--- config.mk ---
export PLATFORM = sky130hd
export DESIGN_NAME = shift_issue_stage
export DESIGN_NICKNAME = d
export VERILOG_FILES = /design/src/rtl/shift_issue_stage.sv
export SDC_FILE = /design/constraint.sdc
export NUM_CORES = 1
export LEC_CHECK = 0
export ABC_AREA = 1
export CAP_MARGIN = 20
export CORE_UTILIZATION = 47
export DETAILED_ROUTE_END_ITERATION = 10
export PLACE_DENSITY_LB_ADDON = 0.2
export SYNTH_ARGS = -nofsm -noshare
export SYNTH_HDL_FRONTEND = slang
export SYNTH_SLANG_ARGS = --single-unit
--- constraint.sdc ---
create_clock -name clock -period 1.9 [get_ports clock]
set_input_delay 0.38 -clock clock [delete_from_list [all_inputs] [get_ports clock]]
set_output_delay 0.38 -clock clock [all_outputs]
set_load 0.1 [all_outputs]
--- src/rtl/shift_issue_stage.sv ---
// Decode/issue stage feeding the execute-stage shifter.
// Decodes R-type shift instructions, picks the shift amount (shamt or rs[4:0]),
// and presents the result to EX through a registered 2-entry skid buffer so that
// in_ready comes straight from a flop.
module shift_issue_stage #(
    parameter bit FLUSH_KEEPS_SKID = 1'b0
) (
    input  logic        clock,
    input  logic        reset,
    input  logic        flush,
    input  logic        in_valid,
    output logic        in_ready,
    input  logic [31:0] in_instr,
    input  logic [31:0] in_rs_val,
    input  logic [31:0] in_rt_val,
    output logic        out_valid,
    input  logic        out_ready,
    output logic [31:0] out_value,
    output logic [1:0]  out_shiftop,
    output logic [4:0]  out_shiftamt,
    output logic [4:0]  out_rd,
    output logic        out_wr_en,
    output logic        out_illegal
);

    typedef struct packed {
        logic [31:0] value;
        logic [1:0]  shiftop;
        logic [4:0]  amt;
        logic [4:0]  rd;
        logic        wr_en;
        logic        illegal;
    } word_t;

    localparam logic [1:0] OpSrl  = 2'b00;
    localparam logic [1:0] OpSra  = 2'b01;
    localparam logic [1:0] OpSll  = 2'b10;
    localparam logic [1:0] OpPass = 2'b11;

    localparam word_t RstWord = '{
        value:   32'd0,
        shiftop: OpPass,
        amt:     5'd0,
        rd:      5'd0,
        wr_en:   1'b0,
        illegal: 1'b0
    };

    // Instruction fields
    logic [5:0] op;
    logic [4:0] rd;
    logic [4:0] sa;
    logic [5:0] funct;

    assign op    = in_instr[31:26];
    assign rd    = in_instr[15:11];
    assign sa    = in_instr[10:6];
    assign funct = in_instr[5:0];

    // rs/rt register numbers are resolved upstream; only rs_val[4:0] matters here
    logic unused_bits;
    assign unused_bits = ^{in_instr[25:16], in_rs_val[31:5]};

    word_t dec;
    word_t out_q, out_d;
    word_t skid_q, skid_d;
    logic  out_valid_q, out_valid_d;
    logic  skid_full_q, skid_full_d;

    // Decode the incoming word; non-shift words pass rt_val through unchanged
    always_comb begin
        dec       = RstWord;
        dec.value = in_rt_val;
        if (op == 6'd0) begin
            dec.rd    = rd;
            dec.wr_en = (rd != 5'd0);
            case (funct)
                6'b000000: begin dec.shiftop = OpSll; dec.amt = sa;             end
                6'b000010: begin dec.shiftop = OpSrl; dec.amt = sa;             end
                6'b000011: begin dec.shiftop = OpSra; dec.amt = sa;             end
                6'b000100: begin dec.shiftop = OpSll; dec.amt = in_rs_val[4:0]; end
                6'b000110: begin dec.shiftop = OpSrl; dec.amt = in_rs_val[4:0]; end
                6'b000111: begin dec.shiftop = OpSra; dec.amt = in_rs_val[4:0]; end
                default: begin
                    dec.rd      = 5'd0;
                    dec.wr_en   = 1'b0;
                    dec.illegal = 1'b1;
                end
            endcase
        end
    end

    logic in_xfer;
    logic out_load;

    assign in_xfer  = in_valid & ~skid_full_q;
    // Output register can take a new word when it is empty or being drained
    assign out_load = ~out_valid_q | out_ready;

    // Skid buffer next-state: skid entry always drains before a fresh input word
    always_comb begin
        out_valid_d = out_valid_q;
        out_d       = out_q;
        skid_full_d = skid_full_q;
        skid_d      = skid_q;
        if (flush) begin
            out_valid_d = 1'b0;
            out_d       = RstWord;
            if (!FLUSH_KEEPS_SKID) begin
                skid_full_d = 1'b0;
                skid_d      = RstWord;
            end
        end else if (out_load) begin
            if (skid_full_q) begin
                out_valid_d = 1'b1;
                out_d       = skid_q;
                skid_full_d = 1'b0;
            end else if (in_xfer) begin
                out_valid_d = 1'b1;
                out_d       = dec;
            end else begin
                out_valid_d = 1'b0;
            end
        end else if (in_xfer) begin
            skid_full_d = 1'b1;
            skid_d      = dec;
        end
    end

    // State registers with synchronous reset
    always_ff @(posedge clock) begin
        if (reset) begin
            out_valid_q <= 1'b0;
            out_q       <= RstWord;
            skid_full_q <= 1'b0;
            skid_q      <= RstWord;
        end else begin
            out_valid_q <= out_valid_d;
            out_q       <= out_d;
            skid_full_q <= skid_full_d;
            skid_q      <= skid_d;
        end
    end

    assign in_ready     = ~skid_full_q;
    assign out_valid    = out_valid_q;
    assign out_value    = out_q.value;
    assign out_shiftop  = out_q.shiftop;
    assign out_shiftamt = out_q.amt;
    assign out_rd       = out_q.rd;
    assign out_wr_en    = out_q.wr_en;
    assign out_illegal  = out_q.illegal;

endmodule
# Yosys cells after proc, flatten, opt, wreduce, memory -nomap -nowiden
# Index checks and enable logic that the tools add are counted.
# word_totals
regBits,94
latch_bits,0
ram_bits,0
romBits,0
inputBits,101
out_inout_bits,48
wordCells,40
memories,0
# classes
addsub,0
mul,0
n_div,0
n_lt_le_gt_ge,0
eq_ne,5
shifts,0
muxes,7
n_bitwise,5
reduce_logical,9
# op_table
operator,count
two-way mux 46 bit,2
case mux 7 bit (6 select lines),1
"equality test 6 x 3 -> 1 bit, second input constant",3
two-way mux 14 bit,1
"equality test 6 x 2 -> 1 bit, second input constant",2
zero test 6 bit,2
two-way mux 7 bit,1
OR reduction 6 bit,1
nonzero test 5 bit,1
AND reduction 2 bit,2
inverter 1 bit,3
OR reduction 3 bit,1
two-way mux 1 bit,2
nonzero test 2 bit,1
OR reduction 2 bit,1
bitwise AND 1 bit,1
bitwise OR 1 bit,1

# Depth between registers and ports, before layout
# logic_depth
depth_word,6
depth_mapped,8
depth_no_buf,7

# Least setup slack after synthesis
# Ideal clock, no wire load.
# synth_timing
path_type,reg-to-reg
from,"register out_valid_q, in the netlist out_valid"
to,register skid_q[10] in the netlist's numbering
setup_time_ns,0.119
arrival_time_ns,1.901
required_ns,1.781
path_slack_ns,-0.121
path_stages_with_launch,8
path_buffers,2
period_less_slack_ns,2.021
path_cell_list,dfxtp_1 -> inv_1 -> nor2_4 -> nand3_2 -> inv_2 -> buf_4 -> buf_2 -> a21oi_1
# synth_between
elab_chain_len,4
# synth_lines
item,line_no,text
from (decl),67,"logic out_valid_q, out_valid_d;"
from (signal assigned),138,out_valid_q <= out_valid_d;
inverter 1 bit,98,assign out_load = ~out_valid_q | out_ready;
bitwise OR 1 bit,98,
inverter 1 bit (no line),--,
AND reduction 2 bit (no line),--,
to (signal assigned),136,skid_q <= RstWord;
to (signal assigned),141,skid_q <= skid_d;
to (decl),66,"word_t skid_q, skid_d;"
# No other way between the ends.
# A chain may end at the register's enable or synchronous reset.

# Worst setup path in the final report
# layout_timing
from,register skid_full_q
to,output port in_ready
# layout_between
elab_chain_len,1
# layout_lines
item,line_no,text
from (decl),68,"logic skid_full_q, skid_full_d;"
from (signal assigned),140,skid_full_q <= skid_full_d;
inverter 1 bit,145,assign in_ready = ~skid_full_q;
to (decl),12,"output logic in_ready,"
# No other way between the ends.

==> out/qor.yml <==
status: "finished clean"
tightest_slew_ps: 409
clock_latency_ps: 350
layout_setup_ws_ps: 222
synth.net_count: 611
wl_microns: 10100
drtAntennaViolNets: 0
crit_buf_inv: 2
core_area_sq_um: 7850
vdd_drop_max_mv: 0.442
fin_crit_sh_pct: 88.3
grt_max_degree: 46
slew_viol_final: 0
finalCriticalPeriod_ps: 1680
via_count: 3801
place_ws_ps: 36.1
ctsHtreeMaxLevel: 3
grt_pass1_vias: 3547
crit_family: "buffers and inverters"
slowest_stage: "dfxtp_2"
hold_path.class: "reg2reg"
p_leak_nw: 1.97
dp_hpwl_microns: 6820
cts_made_buffers: 9
finalClockSkew_ps: 8.01
path_clk_slew_ps: 100
cp_cell_sequence: "inv_2, buf_12"
area_growth_pct: 35.3
gp_congestion: 0.809
first_iter_violations: 211
num_rows: 32
grt_use_total_pct: 23.9
avgSynthCellArea_sq_um: 7.62
max_freq_ghz: 0.596
dp_cells: 702
setup_viol: 0
ys_ff_latch: 94
cp.required_ps: 1520
fin_setup_tns_ps: 0
drcViolationCount: 0
viasPerCell: 5.29
crit_type: "reg2out"
seq_area_frac_synth_pct: 48.4
fin_cells: 718
die_h_microns: 92.9
cts-root-buf: "clkbuf_8"
crit_path_max_fanout: 18
critPathMaxStageDelay_ps: 410
grt-ovfl-total: 0
dr.pass1.iters: 4
io_buffer_count: 111
die_area_sq_um: 8630
arrival_ps: 1300
cts.path.max_buffers: 2
dieWidth_microns: 92.9
synth_cell_types: 25
clock_sinks: 94
wl_per_cell_microns: 14.1
cts_tree: "built"
ioPinCount: 149
max-cap-violations: 0
total_power_w: 0.00414
diodes: 0
slew_headroom_pct: 72.7
holdWs_ps: 468
cp-end-kind: "output pin"
cts_hold_buf: 0
initial_utilization_pct: 49.5
nets: 712
syn_area_sq_um: 3880
power.density_nw_per_um2: 788
critPathLaunchType: "register"
post_cts_buffers: 0
yosys_warnings: 0
grt_antenna_before_repair: 0
finalHoldViolCount: 0
layout-drive-gt1-share_pct: 16.7
cts_resized: 0
grt_pass1_wl_microns: 16600
rsz0062_at_grt: "no"
syn_inst: 510
[tightest hold or removal path, stage by stage, from the launching register on]
cell	delay, ps
dfxtp_1	320
nand2_1	60
a21oi_1	50
[path summary, 6_finish.rpt]
path	start	end	slack (ps)	cells after the start
worst max register to register	skid_full_q	skid_q[11]	350	6
worst min-delay path	skid_q[43]	skid_q[43]	470	2
worst min register to register	skid_q[43]	skid_q[43]	470	2
worst max-delay path	skid_full_q	in_ready	220	2
[cells in the mapped netlist]
library cell	count	area share (%)
nand2_1	152	15
dfxtp_1	94	48
a21oi_1	71	9.1
o21ai_1	41	5.3
a31oi_1	32	5.2
clkbuf_1	18	1.7
o21ai_0	18	2.3
nand3_1	16	2.1
buf_2	12	1.5
nand4_1	12	1.9
nor2_1	8	0.77
buf_4	6	1.2
inv_1	5	0.48
inv_2	5	0.48
nor2_4	5	1.4
buf_6	3	0.87
buf_1	2	0.19
nand3_2	2	0.52
nor2_2	2	0.32
a21oi_4	1	0.42
clkinv_1	1	0.097
nand2_2	1	0.16
nand3_4	1	0.45
nor3_1	1	0.13
o211ai_1	1	0.19
[report_power, final]
| group | switching, W | total, W | internal [W] |
|---|---|---|---|
| Combinational | 0.000523 | 0.000783 | 0.000260 |
| Sequential | 0.0000279 | 0.00205 | 0.00202 |
| Clock | 0.000700 | 0.00131 | 0.000611 |
[cells by family after synthesis]
family	share of synthesized area (%)
buf+inv	6.57
simple gates	22.5
compound gates	22.5
flops	48.4
[per-layer routing]
layer	up-vias	track usage [%]	share of wire [%]
li1	1936	-	-
met5	-	0	0
met1	1750	30.7	44
met4	0	7.56	1.1
met2	104	40.5	49
met3	11	4.27	5.5
[through the flow]
stage                     utilization, %  area (sq um)
final                               67.0          5260
after global routing                67.0          5260
after CTS                           67.0          5260
after detailed placement            64.5          5060
after global placement              64.5          5060
after floorplan                        -          3890
[cell type report]
type                            count  area (sq um)
Fill cell                         691          2590
Multi-Input combinational cell    364          1750
Sequential cell                    94          1880
Timing Repair Buffer              131          1250
Clock buffer                        9           124
Tap cell                          102           128
Inverter                           11          41.3
Clock inverter                      7          72.6
[cell usage in the layout (no fill, tap or decap), drive strengths merged]
| cell type | instances |
|---|---|
| a31oi | 32 |
| nand3 | 19 |
| buf | 68 |
| a21oi | 72 |
| nand4 | 12 |
| nand2 | 153 |
| nor2 | 15 |
| o21ai | 59 |
| bufinv | 1 |
| clkinv | 4 |
| inv | 11 |
| clkbuf | 9 |
| nor3 | 1 |
| clkdlybuf4s50 | 63 |
| o211ai | 1 |
| dfxtp | 94 |
| clkinvlp | 2 |
[registers in the layout (all words and copies together) (netlist names)]
register	flops
out_wr_en	1
out_rd	5
skid_q	46
out_illegal	1
skid_full_q	1
out_value	32
out_shiftamt	5
out_shiftop	2
out_valid	1
No activity file was read; power rests on OpenSTA's default activity.
